File: config.mk
export PLATFORM = sky130hd
export DESIGN_NAME = operand2_decode
export DESIGN_NICKNAME = d
export VERILOG_FILES = /design/src/rtl/operand2_decode.sv
export SDC_FILE = /design/constraint.sdc
export NUM_CORES = 1
export LEC_CHECK = 0
export BUFFER_PORTS_ARGS = -buffer_cell sky130_fd_sc_hd__buf_4
export CAP_MARGIN = 20
export CORE_MARGIN = 1.5
export CORE_UTILIZATION = 57
export CTS_CLUSTER_SIZE = 40
export DETAILED_ROUTE_END_ITERATION = 7
export PLACE_DENSITY = 0.86
export SLEW_MARGIN = 20
export SYNTH_ARGS = -nofsm -noshare
export SYNTH_HDL_FRONTEND = slang
export SYNTH_SLANG_ARGS = --single-unit
File: constraint.sdc
create_clock -name clk -period 5.5 [get_ports clk]
set_input_delay 1.1 -clock clk [delete_from_list [all_inputs] [get_ports clk]]
set_output_delay 1.1 -clock clk [all_outputs]
set_load 0.01 [all_outputs]
File: src/rtl/operand2_decode.sv
// ---------------------------------------------------------------------------
// operand2_decode
//
// Data-processing operand-2 stage placed directly in front of the barrel
// shifter. It turns the 12-bit shifter-operand field into shifter inputs
// (operand, opcode, 5-bit amount, carry-in) that the shifter can compute
// without special cases:
//   - immediate rotates become ROR by an even amount,
//   - LSR #32 / ASR #32 / RRX immediate encodings are rewritten,
//   - register-specified amounts of 0 and of 32 or more are folded into a
//     pre-computed operand with LSL #0.
// The result is registered behind a valid/ready handshake.
//
// Parameters
//   REG_SHIFT_EXTRA_CYCLE  1: register-specified shifts go through RS_WAIT
//                             (2-cycle latency); 0: every form takes 1 cycle
//
// Ports
//   clk        in   1   clock, rising edge
//   reset      in   1   asynchronous active-high reset
//   in_valid   in   1   upstream presents an operand
//   in_ready   out  1   stage accepts this cycle
//   i_bit      in   1   instruction bit 25 (immediate operand)
//   op2_field  in  12   instruction bits [11:0]
//   rm_data    in  32   Rm register value
//   rs_data    in  32   Rs register value (only [7:0] used)
//   carry_in   in   1   current CPSR C flag
//   out_valid  out  1   shifter inputs valid
//   out_ready  in   1   downstream consumes this cycle
//   sh_a       out 32   shifter operand
//   sh_opcode  out  3   LSL=0, LSR=1, ASR=2, ROR=3, RRX=4
//   sh_shift   out  5   shifter amount
//   sh_carry   out  1   shifter carry-in
// ---------------------------------------------------------------------------
module operand2_decode #(
  parameter bit REG_SHIFT_EXTRA_CYCLE = 1'b1
) (
  input  logic        clk,
  input  logic        reset,
  input  logic        in_valid,
  output logic        in_ready,
  input  logic        i_bit,
  input  logic [11:0] op2_field,
  input  logic [31:0] rm_data,
  input  logic [31:0] rs_data,
  input  logic        carry_in,
  output logic        out_valid,
  input  logic        out_ready,
  output logic [31:0] sh_a,
  output logic [2:0]  sh_opcode,
  output logic [4:0]  sh_shift,
  output logic        sh_carry
);

  typedef enum logic [1:0] {
    ST_EMPTY   = 2'd0,
    ST_FULL    = 2'd1,
    ST_RS_WAIT = 2'd2
  } state_e;

  typedef enum logic [2:0] {
    OP_LSL = 3'd0,
    OP_LSR = 3'd1,
    OP_ASR = 3'd2,
    OP_ROR = 3'd3,
    OP_RRX = 3'd4
  } sh_op_e;

  typedef enum logic [1:0] {
    TY_LSL = 2'd0,
    TY_LSR = 2'd1,
    TY_ASR = 2'd2,
    TY_ROR = 2'd3
  } sh_type_e;

  typedef struct packed {
    logic [31:0] a;
    logic [2:0]  opcode;
    logic [4:0]  shift;
    logic        carry;
  } sh_out_t;

  // -------------------------------------------------------------------------
  // Operand-2 decode. amt is the register-specified amount (Rs[7:0]); it is
  // ignored for immediate and immediate-shift forms.
  // -------------------------------------------------------------------------
  function automatic sh_out_t decode(
    input logic        ib,
    input logic [11:0] op2,
    input logic [31:0] rm,
    input logic [7:0]  amt,
    input logic        c
  );
    sh_out_t  r;
    sh_type_e typ;
    logic [4:0] imm;
    logic       amt_ge32;

    typ      = sh_type_e'(op2[6:5]);
    imm      = op2[11:7];
    amt_ge32 = |amt[7:5];

    // Default is a plain pass-through of Rm (LSL #0).
    r.a      = rm;
    r.opcode = OP_LSL;
    r.shift  = 5'd0;
    r.carry  = c;

    if (ib) begin
      // 8-bit immediate rotated right by twice the 4-bit rotate field.
      r.a      = {24'h0, op2[7:0]};
      r.opcode = OP_ROR;
      r.shift  = {op2[11:8], 1'b0};
    end else if (!op2[4]) begin
      case (typ)
        TY_LSL: begin
          r.opcode = OP_LSL;
          r.shift  = imm;
        end
        TY_LSR: begin
          // imm=0 means LSR #32; the shifter returns 0 for LSR by 0.
          r.opcode = OP_LSR;
          r.shift  = imm;
        end
        TY_ASR: begin
          if (imm == 5'd0) begin
            // ASR #32: every bit becomes the sign bit.
            r.a = {32{rm[31]}};
          end else begin
            r.opcode = OP_ASR;
            r.shift  = imm;
          end
        end
        default: begin
          if (imm == 5'd0) begin
            r.opcode = OP_RRX;
          end else begin
            r.opcode = OP_ROR;
            r.shift  = imm;
          end
        end
      endcase
    end else if (amt != 8'd0) begin
      // Register-specified amount; bit 7 of the field is deliberately ignored.
      case (typ)
        TY_LSL: begin
          if (amt_ge32) begin
            r.a = 32'h0;
          end else begin
            r.opcode = OP_LSL;
            r.shift  = amt[4:0];
          end
        end
        TY_LSR: begin
          if (amt_ge32) begin
            r.a = 32'h0;
          end else begin
            r.opcode = OP_LSR;
            r.shift  = amt[4:0];
          end
        end
        TY_ASR: begin
          if (amt_ge32) begin
            r.a = {32{rm[31]}};
          end else begin
            r.opcode = OP_ASR;
            r.shift  = amt[4:0];
          end
        end
        default: begin
          // A rotate by a multiple of 32 leaves the operand unchanged.
          if (amt[4:0] != 5'd0) begin
            r.opcode = OP_ROR;
            r.shift  = amt[4:0];
          end
        end
      endcase
    end
    return r;
  endfunction

  // -------------------------------------------------------------------------
  // Handshake and control
  // -------------------------------------------------------------------------
  state_e state_q, state_d;

  logic accept;
  logic is_reg_shift;
  logic go_wait;
  logic load_out;

  assign accept       = in_valid && in_ready;
  assign is_reg_shift = !i_bit && op2_field[4];
  assign go_wait      = accept && is_reg_shift && REG_SHIFT_EXTRA_CYCLE;
  assign load_out     = (accept && !go_wait) || (state_q == ST_RS_WAIT);

  // State register.
  // NOTE: sequential state is written with non-blocking assignments so every
  // flop samples the pre-edge values, regardless of process ordering.
  always_ff @(posedge clk or posedge reset) begin
    if (reset) begin
      state_q <= ST_EMPTY;
    end else begin
      state_q <= state_d;
    end
  end

  // Next-state logic.
  // NOTE: state_d gets a default before the case so no path leaves it
  // unassigned, which would otherwise infer a latch.
  always_comb begin
    state_d = state_q;
    case (state_q)
      ST_EMPTY: begin
        if (accept) state_d = go_wait ? ST_RS_WAIT : ST_FULL;
      end
      ST_FULL: begin
        if (accept)         state_d = go_wait ? ST_RS_WAIT : ST_FULL;
        else if (out_ready) state_d = ST_EMPTY;
      end
      ST_RS_WAIT: begin
        state_d = ST_FULL;
      end
      default: begin
        state_d = ST_EMPTY;
      end
    endcase
  end

  // Handshake outputs.
  always_comb begin
    in_ready  = 1'b0;
    out_valid = 1'b0;
    case (state_q)
      ST_EMPTY: begin
        in_ready = 1'b1;
      end
      ST_FULL: begin
        in_ready  = out_ready;
        out_valid = 1'b1;
      end
      default: begin
        in_ready  = 1'b0;
        out_valid = 1'b0;
      end
    endcase
  end

  // -------------------------------------------------------------------------
  // Capture for the register-shift extra cycle
  // -------------------------------------------------------------------------
  logic [11:0] op2_q;
  logic [31:0] rm_q;
  logic [7:0]  rs_q;
  logic        carry_q;

  // NOTE: these holding registers have no reset; they are only read in
  // RS_WAIT, which is always entered by loading them first.
  always_ff @(posedge clk) begin
    if (go_wait) begin
      op2_q   <= op2_field;
      rm_q    <= rm_data;
      rs_q    <= rs_data[7:0];
      carry_q <= carry_in;
    end
  end

  // -------------------------------------------------------------------------
  // Output registers
  // -------------------------------------------------------------------------
  sh_out_t out_q, out_d;

  always_comb begin
    if (state_q == ST_RS_WAIT) begin
      out_d = decode(1'b0, op2_q, rm_q, rs_q, carry_q);
    end else begin
      out_d = decode(i_bit, op2_field, rm_data, rs_data[7:0], carry_in);
    end
  end

  always_ff @(posedge clk or posedge reset) begin
    if (reset) begin
      out_q <= '0;
    end else if (load_out) begin
      out_q <= out_d;
    end
  end

  assign sh_a      = out_q.a;
  assign sh_opcode = out_q.opcode;
  assign sh_shift  = out_q.shift;
  assign sh_carry  = out_q.carry;

  // Rs bits above the 8-bit amount never influence the result.
  logic unused_rs_hi;
  assign unused_rs_hi = ^rs_data[31:8];

endmodule

# == After elaboration in Yosys (flattened, before gate mapping) ==
# Index checks and enable logic that the tools add are counted.
# word_totals
reg_bits,96
input_bits,82
out_inout_bits,43
elab_cells,79
# classes
eq_ne,8
mux,41
n_reduce_logical,21
# op_table
op,n
2-to-1 mux 40 bit,5
2-to-1 mux 31 bit,6
case mux 32 bit (2 select lines),2
case mux 8 bit (3 select lines),4
2-to-1 mux 32 bit,2
2-to-1 mux 7 bit,6
2-to-1 mux 41 bit,1
2-to-1 mux 5 bit,4
nonzero test 8 bit,2
2-to-1 mux 6 bit,2
zero test 5 bit,2
nonzero test 5 bit,2
2-to-1 mux 2 bit,4
equality test 2 x 1 -> 1 bit (second input constant),3
equality test 2 bit (second input constant),3
zero test 2 bit,3
2-to-1 mux 3 bit,2
case mux 2 bit (3 select lines),1
OR reduction 3 bit,2
logical AND 1 bit,4
OR reduction 2 bit,2
!= test 3 bit (second input constant),1
zero test 1 bit,2
!= test 2 bit (second input constant),1
other kinds (4),4

# == Depth between registers and ports, before layout ==
# logic_depth
word_depth,7
ltp_mapped,7
ltp_nobuf,4

# == Worst setup path before layout ==
# OpenSTA, ideal clock, no wires.
# synth_timing
path_type,input-to-reg
startpoint,input port in_valid
endpoint,"register carry_q, enable pin"
setup_time_ps,456
t_arrival_ps,3521
required_time_ps,5044
setup_slack_ps,1524
stages,3
cell_sequence,nor2b_2 > nand2_1 > nor2_1
# synth_via
elab_chain_cells,2
# synth_rtl
item,line_no,rtl
"start, declared",40,"input logic in_valid,"
logical AND 1 bit,192,assign accept = in_valid && in_ready;
logical AND 1 bit,194,assign go_wait = accept && is_reg_shift && REG_SHIFT_EXTRA_CYCLE;
named net go_wait,189,logic go_wait;
"end signal, assigned",264,carry_q <= carry_in;
"end, declared",255,logic carry_q;
# The timed path passes the listed nets, and every way through them passes these cells.
# A chain may end at the register's enable or synchronous reset.

# == Worst setup path after layout ==
# layout_timing
startpoint,input port out_ready
endpoint,output port in_ready
# layout_via
elab_chain_cells,1
# layout_rtl
item,line_no,rtl
"start, declared",48,"input logic out_ready,"
case mux 1 bit (2 select lines),234,case (state_q)
"end, declared",41,"output logic in_ready,"
# No other way between the ends.

==> metrics.yaml <==
first_iter_violations: 492
synth_fa_ha_area_frac: 0
grtUsageMet2: 0.4852
synth.area.mux_share: 0.002218
cts.clk_slew.worst_paths_ns: 0.10
rows: 32
antenna_cells: 0
wire_per_inst_um: 20.45
synth_top_family_by_area: "compound AO/OA/AOI/OAI gates"
clockBufferDepth: 2
finalHoldViolCount: 0
r2r_setup_slack_ns: 3.11
dieArea_um2: 8460
viasPerCell: 6.843
fp.dieW_um: 91.98
max_slew_margin: 0.2600
fp.coreArea_um2: 7687
synthesis.nets: 506
cp-end-kind: "primary output"
postCtsSetupBuffers: 0
htree_levels: 3
ys_warn_count: 0
hp-start: "carry_q$_DFFE_PP_"
die_h_um: 91.98
cts_inserted_buffers: 9
synthToLayoutAreaGrowth_pct: 23.01
worst_setup_path_start_kind: "primary input"
synth_cell_types: 46
synth_area_um2: 4513
vias: 4181
regToRegStartpoint: "state_q[1]$_DFFE_PP0P_"
first_pass_iters: 6
fin_cells: 611
drive_gt1_frac: 0.2652
setup_tns_ns: 0
min_path_cells: 2
synth_seq_area_share: 0.5645
synth_area_leader_cell: "edfxtp_1"
synth_compound_area_frac: 0.3097
synth_xor_area_frac: 0.001941
reg2regPathDepth: 4
grt_usage: 0.2997
power_leakage_nw: 2.311
place_area_um2: 5338
hpwl_um: 7630
synthArstFlopShare: 0.4674
initial_core_util: 0.5871
critPathKind: "in2out"
period_needed_ns: 2.872
fin_skew_ns: 0.009035
yosys-top-cells-area: "edfxtp_1 (33%), dfrtp_1 (24%), o21ai_0 (10%)"
overflow: 0
antenna_found_initial: 0
synth-edff-count: 49
io_pins: 125
nets: 586
grt_max_degree: 50
synth_ff_type: "edfxtp_1"
holdBufCountCts: 0
grt_use_met1: 0.4009
use_met3: 0.07463
fill_cells: 570
r2r-end: "sh_a[6]$_DFFE_PP0P_"
wirelength_um: 12500
hold_path_end: "sh_carry$_DFFE_PP0P_"
cts_root_buffer: "clkbuf_8"
hold_path_class: "reg2reg"
finalMaxSlewViolations: 0
grt_pass1_wl_um: 19760
ys_seq_elements: 92
dp_slack_ns: 2.385
cap_violations: 0
worstMarginPinSlew_ns: 1.110
syn_avg_cell_area_um2: 10.64
critical_path_required_ns: 4.40
grt_busiest_layer: "met2"
drc: 0
clock_sinks: 92
crit_arrival_ns: 1.77
power_density_nw_per_um2: 297.5
synth-simple-area-share: 0.08012
max-vdd-ir-drop_mv: 0.1525
status: "completed"
cp_max_fo: 6
grt_pass1_vias: 4033
synth_top_cell_area_share: 0.3260
syn_inst: 424
ant_nets: 0
dp.cells: 595
final_area_um2: 5552
max_freq_ghz: 0.3482
rsz0062_at_grt: "no"
fin_crit_sh: 0.5222
gp_congestion: 0.9089
cts_tree: "built"
ctsResizeCount: 0
setup_slack_ns: 2.628
clock_latency_ns: 0.37
io_buffer_count: 100
setup-violations-final: 0
## report_power, final
| part | switching, mW | total, mW | leakage, nW | internal (mW) |
|---|---|---|---|---|
| Clock | 0.270 | 0.461 | 0.103 | 0.190 |
| Sequential | 0.0472 | 0.849 | 0.991 | 0.802 |
| Combinational | 0.167 | 0.342 | 1.22 | 0.175 |
## cell usage in the layout (no fill, tap or decap), types with 8 or more instances in the layout
cell / count
a211o_1: 24
a21oi_1: 46
a221oi_1: 25
buf_4: 105
clkbuf_8: 10
dfrtp_1: 43
edfxtp_1: 49
nand2_1: 20
o21ai_0: 92
or4_1: 8
## stage by stage
step / hold WS (ns) / power, mW / util
2_1_floorplan: 0.4260 / 1.015 / -
3_3_place_gp: 0.4461 / 1.186 / 0.6898
3_5_place_dp: 0.4774 / 1.203 / 0.6943
4_1_cts: 0.5001 / 1.655 / 0.7201
5_1_grt: 0.5103 / 1.722 / 0.7222
6_report: 0.4937 / 1.652 / 0.7222
## how the worst max path moves through the flow
| stage | start | endpoint | slack (ns) | cells past startpoint |
|---|---|---|---|---|
| finish | out_ready | in_ready | 2.63 | 4 |
| global route | out_ready | in_ready | 2.56 | 4 |
| CTS | out_ready | in_ready | 2.63 | 4 |
| detailed placement | op2_field[11] | sh_a[6]$_DFFE_PP0P_ | 2.38 | 5 |
| global placement | op2_field[11] | sh_a[7]$_DFFE_PP0P_ | 2.46 | 5 |
| floorplan | in_valid | carry_q$_DFFE_PP_ | 1.52 | 3 |
## registers in the layout, summed over array words and instances, names as in the netlist
signal	cells
sh_a	32
sh_opcode	3
state_q	2
op2_q	8
carry_q	1
rs_q	8
sh_shift	5
sh_carry	1
rm_q	32
## synth_stat cells, types with 2 or more instances
cell type	instances
inv_1	7
a2bb2oi_1	2
dfrtp_1	43
a221oi_1	25
o211ai_1	2
o221a_2	3
nand2b_1	4
or4_4	2
or4_1	8
nand3_1	6
a32oi_1	2
buf_2	9
edfxtp_1	49
or3_1	2
a22o_1	7
o21ai_0	92
or3b_1	2
o221ai_1	3
nor4_1	2
o21ai_1	6
a211o_1	24
nor3_1	2
nor2b_1	2
nand2_1	20
clkbuf_1	25
nor2_1	6
a21oi_1	48
a31oi_1	3
## critical path, cell delays in order
cell and delay (ns):
buf_4 0.11, nand2b_1 0.24, nor2b_1 0.18, buf_4 0.14
## per-layer routing
layer	vias up	part of all wire
met5	-	0
met4	0	0.017
met3	25	0.10
met2	307	0.49
met1	2017	0.39
li1	1832	-
## area by class of cell
cell class                      count  area (µm²)  share of cell area
Timing Repair Buffer              106       815.8              0.1469
Inverter                            7       26.28            0.004733
Tap cell                          102       127.6             0.02299
Clock buffer                       10       137.6             0.02479
Clock inverter                      6       60.06             0.01082
Multi-Input combinational cell    288        1837              0.3309
Sequential cell                    92        2547              0.4589
## logic make-up after synthesis
logic type      Yosys count
simple gates             64
buf+inv                  44
mux                       1
flops                    92
compound gates          222
xor+xnor                  1
No activity file was read; power rests on OpenSTA's default activity.
